<file path="config.mk">
export PLATFORM = sky130hd
export DESIGN_NAME = ccr_flag_unit
export DESIGN_NICKNAME = d
export VERILOG_FILES = /design/src/rtl/ccr_flag_unit.sv
export SDC_FILE = /design/constraint.sdc
export NUM_CORES = 1
export LEC_CHECK = 0
export ABC_AREA = 1
export CAP_MARGIN = 20
export CORE_UTILIZATION = 45
export CTS_CLUSTER_DIAMETER = 100
export CTS_CLUSTER_SIZE = 25
export DETAILED_ROUTE_END_ITERATION = 16
export PLACE_DENSITY = 0.77
export SYNTH_ARGS = -nofsm -noshare
export SYNTH_HDL_FRONTEND = slang
export SYNTH_SLANG_ARGS = --single-unit
</file>
<file path="constraint.sdc">
create_clock -name clk -period 4.17 [get_ports clk]
set_clock_uncertainty 0.1 [all_clocks]
set_input_delay 1.251 -clock clk [delete_from_list [all_inputs] [get_ports clk]]
set_output_delay 1.251 -clock clk [all_outputs]
set_load 0.05 [all_outputs]
</file>
<file path="src/rtl/ccr_flag_unit.sv">
// Condition-code register: masked ALU flag capture, branch predicate with
// clear-on-taken, and a small save/restore stack for interrupt nesting.
module ccr_flag_unit #(
  parameter int unsigned SAVE_DEPTH = 2
) (
  input  logic       clk,
  input  logic       reset,
  input  logic       alu_zero,
  input  logic       alu_neg,
  input  logic       alu_cout,
  input  logic       alu_overflow,
  input  logic       flag_valid,
  input  logic [3:0] flag_we,
  input  logic       save,
  input  logic       restore,
  input  logic       cond_check,
  input  logic [2:0] cond_sel,
  output logic [3:0] flags,
  output logic       carry_to_alu,
  output logic       branch_taken,
  output logic       stack_full,
  output logic       stack_empty,
  output logic       stack_err
);

  localparam int unsigned SPW = $clog2(SAVE_DEPTH + 1);

  logic [3:0]     flags_q, flags_d;
  logic [SPW-1:0] sp_q, sp_d;
  logic           err_q, err_d;
  logic [3:0]     stack_q [SAVE_DEPTH];
  logic [3:0]     stack_d [SAVE_DEPTH];

  logic [3:0] alu_flags;
  logic [3:0] popped;
  logic       pred;
  logic       full, empty;
  logic       pop_ok, push_ok;

  assign alu_flags = {alu_overflow, alu_cout, alu_neg, alu_zero};
  assign full      = (sp_q == SPW'(SAVE_DEPTH));
  assign empty     = (sp_q == '0);
  assign pop_ok    = restore & ~empty;
  assign push_ok   = save & ~restore & ~full;

  always_comb begin
    case (cond_sel)
      3'b000:  pred = flags_q[0];
      3'b001:  pred = flags_q[1];
      3'b010:  pred = flags_q[2];
      3'b011:  pred = flags_q[3];
      3'b100:  pred = 1'b1;
      default: pred = 1'b0;
    endcase
  end

  assign branch_taken = cond_check & pred;

  // Index by comparison against sp so the stack works for any depth,
  // including SAVE_DEPTH=1 where a narrower index would be zero width.
  always_comb begin
    popped = '0;
    for (int unsigned i = 0; i < SAVE_DEPTH; i++) begin
      if (sp_q == SPW'(i + 1)) popped = stack_q[i];
    end

    flags_d = flags_q;
    for (int unsigned i = 0; i < 4; i++) begin
      if (branch_taken && (cond_sel == 3'(i))) flags_d[i] = 1'b0;
      if (flag_valid && flag_we[i])            flags_d[i] = alu_flags[i];
    end
    if (pop_ok) flags_d = popped;

    stack_d = stack_q;
    for (int unsigned i = 0; i < SAVE_DEPTH; i++) begin
      if (push_ok && (sp_q == SPW'(i))) stack_d[i] = flags_d;
    end

    sp_d = sp_q;
    if (pop_ok)       sp_d = sp_q - SPW'(1);
    else if (push_ok) sp_d = sp_q + SPW'(1);

    err_d = err_q | (save & restore) | (restore & empty) | (save & ~restore & full);
  end

  always_ff @(posedge clk or posedge reset) begin
    if (reset) begin
      flags_q <= '0;
      sp_q    <= '0;
      err_q   <= 1'b0;
      for (int unsigned i = 0; i < SAVE_DEPTH; i++) stack_q[i] <= '0;
    end else begin
      flags_q <= flags_d;
      sp_q    <= sp_d;
      err_q   <= err_d;
      stack_q <= stack_d;
    end
  end

  assign flags        = flags_q;
  assign carry_to_alu = flags_q[2];
  assign stack_full   = full;
  assign stack_empty  = empty;
  assign stack_err    = err_q;

endmodule

</file>
==> results of run 1 <==
-- critical path, stage by stage --
cell	delay, ns
clkdlybuf4s50_1	0.48
inv_2	0.10
nand3_1	0.09
nor2_1	0.10
nor2_1	0.05
nand2_1	0.10
nand2_1	0.06
a21oi_1	0.22
buf_12	0.17
-- cells in the mapped netlist --
master	count	area, um2
o21ai_0	1	5.00
and2_1	1	6.26
buf_4	1	7.51
a21oi_1	5	25.0
inv_2	6	22.5
clkbuf_1	1	3.75
o221ai_1	1	8.76
nor2_1	8	30.0
nand2_1	31	116
dfrtp_1	15	375
inv_1	16	60.1
nor2_2	1	6.26
ha_1	3	37.5
a21boi_1	4	30.0
nand2_2	5	31.3
o21ai_1	2	10.0
nand3_1	26	130
o21bai_1	1	7.51
xor2_1	2	17.5
-- power by group --
| part | internal (uW) | switching [uW] | leakage (uW) |
|---|---|---|---|
| Sequential | 214 | 36.9 | 0.000182 |
| Combinational | 174 | 314 | 0.000436 |
| Clock | 37.2 | 46.2 | 0.0000150 |
| Total | 426 | 397 | 0.000633 |
-- layer usage --
layer | wire, um | track usage, % | vias up
met1 | 885 | 21.1 | 406
met5 | 0 | 0 | -
li1 | - | - | 472
met3 | 135 | 2.64 | 5
met4 | 34 | 8.57 | 0
met2 | 1030 | 36.7 | 30
-- final timing paths --
path | start | to | slack, ns | cells past startpoint
max reg2reg | sp_q[0]$_DFFE_PP0P_ | stack_q[3]$_DFFE_PP0P_ | 2.49 | 9
max | cond_sel[2] | branch_taken | 0.17 | 9
min reg2reg | stack_err$_DFF_PP0_ | stack_err$_DFF_PP0_ | 0.39 | 1
min | stack_err$_DFF_PP0_ | stack_err$_DFF_PP0_ | 0.39 | 1
min in group asynchronous | reset | sp_q[0]$_DFFE_PP0P_ | 1.21 | 2
max in group asynchronous | reset | flags[1]$_DFF_PP0_ | 2.39 | 2
-- registers in the layout, indices dropped and copies added (netlist names) --
register,count
stack_q,8
sp_q,2
stack_err,1
flags,4
-- cells in the final DEF, fill, tap and decap left out --
cell             Yosys  layout
o21bai_1             1       1
and2_1               1       1
o221ai_1             1       1
nand2_2              5       5
a21boi_1             4       4
dfrtp_1             15      15
inv_1               16      16
clkbuf_4             0       3
o21ai_1              2       2
xor2_1               2       2
clkdlybuf4s50_1      0      24
o21ai_0              1       1
inv_2                6       6
nor2_1               8       8
buf_12               0       1
nor2_2               1       1
nand3_1             26      26
ha_1                 3       3
a21oi_1              5       5
nand2_1             31      31
clkbuf_1             1       1
-- kinds of logic after synthesis --
logic type	after synthesis	synth area share, %
AO/OA/AOI/OAI	14	9.27
adder cells (fa/ha/maj)	3	4.03
AND/OR/NAND/NOR	72	34.4
XOR/XNOR	2	1.88
flip-flops	15	40.3
buffers and inverters	24	10.1
-- cell type report --
class | count | area share, %
inverter | 22 | 6.66
timing repair buffer | 25 | 21.0
clock buffer | 4 | 2.12
sequential | 15 | 30.3
tap | 27 | 2.72
multi-input combinational | 91 | 37.2
-- per-stage QoR --
step	instances	area, um2	total power [uW]
2_1_floorplan	130	931	610
3_3_place_gp	180	1210	734
3_5_place_dp	180	1210	746
4_1_cts	184	1240	829
5_1_grt	184	1240	883
6_report	184	1240	823
==> results_dict.tcl, run 1 <==
set metrics [dict create \
    worstSkewPairLatency_ns 0.29 \
    syn_to_final_growth_pct 33.2 \
    critPathRequiredTime_ns 2.82 \
    fin_nets 178 \
    clk_pin_slew_ns 0.08 \
    worst_slew_pin_slew_ns 0.566 \
    gp_congestion 0.841 \
    max_slew_margin_pct 62.2 \
    p_per_area_nw_per_um2 664 \
    max-vdd-ir-drop_mv 0.371 \
    overflow 0 \
    port_buffers 25 \
    die_x_um 47.5 \
    fillCellCount 186 \
    cp.arrival_ns 2.65 \
    end_kind "output pin" \
    postSynthAreaPerCell_um2 7.16 \
    start_util_pct 47.4 \
    min_path_type "reg2reg" \
    multi_input_area_um2 462 \
    vias_per_cell 4.96 \
    dr.pass1.iters 6 \
    max_freq_ghz 0.250 \
    ys_ff_latch 15 \
    antenna_found_initial 0 \
    dp_hpwl_um 1710 \
    syn_inst 130 \
    antenna_left 0 \
    synth_seq_area_share_pct 40.3 \
    n_antenna_cell 0 \
    critPathMaxFanout 4 \
    cts_tree "yes" \
    cts_sinks 15 \
    grt_pass1_wl_um 3040 \
    regArea_um2 375 \
    cap_violations 0 \
    ctsHoldBuffers 0 \
    io_pins 26 \
    rows 16 \
    status "finished clean" \
    holdWs_ns 0.390 \
    first_iter_violations 17 \
    leakage_uw 0.000633 \
    finalHoldViolCount 0 \
    cts_made_buffers 3 \
    period_share_pct 95.9 \
    syn_nets 150 \
    cts_max_level 1 \
    path_class "in2out" \
    cts_root_buffer "clkbuf_4" \
    clock_path_buffers 2 \
    yosysWarnings 0 \
    setup_ws_ns 0.173 \
    grt_max_degree 16 \
    final_util_pct 63.2 \
    fp.dieH_um 47.5 \
    mappedNetlistArea_um2 931 \
    synth_cell_types 19 \
    totalWireLength_um 2090 \
    ctsResizeCount 0 \
    place_ws_ns 0.176 \
    via_count 913 \
    grt_usage_pct 19.3 \
    layout_min_cycle_time_ns 4.00 \
    setup_tns_ns 0 \
    grt_pass1_vias 786 \
    drive_gt1_share_pct 10.2 \
    worstSetupStartpointType "primary input" \
    core_area_um2 1960 \
    setup_viol 0 \
    drc_errors 0 \
    post_cts_buffers 0 \
    slew_violations 0 \
    rsz0062_at_grt "no" \
    avgRoutedWirePerCell_um 11.3 \
    die_area_um2 2250 \
]
Note: power is estimated with default switching activity, not from simulation.
==> run 2, diff against run 1 <==
ABC_CLOCK_PERIOD_IN_PS = 4170   (was unset)
==> results of run 2 <==
Final layout, timing and power as in run 1 (identical DEF).
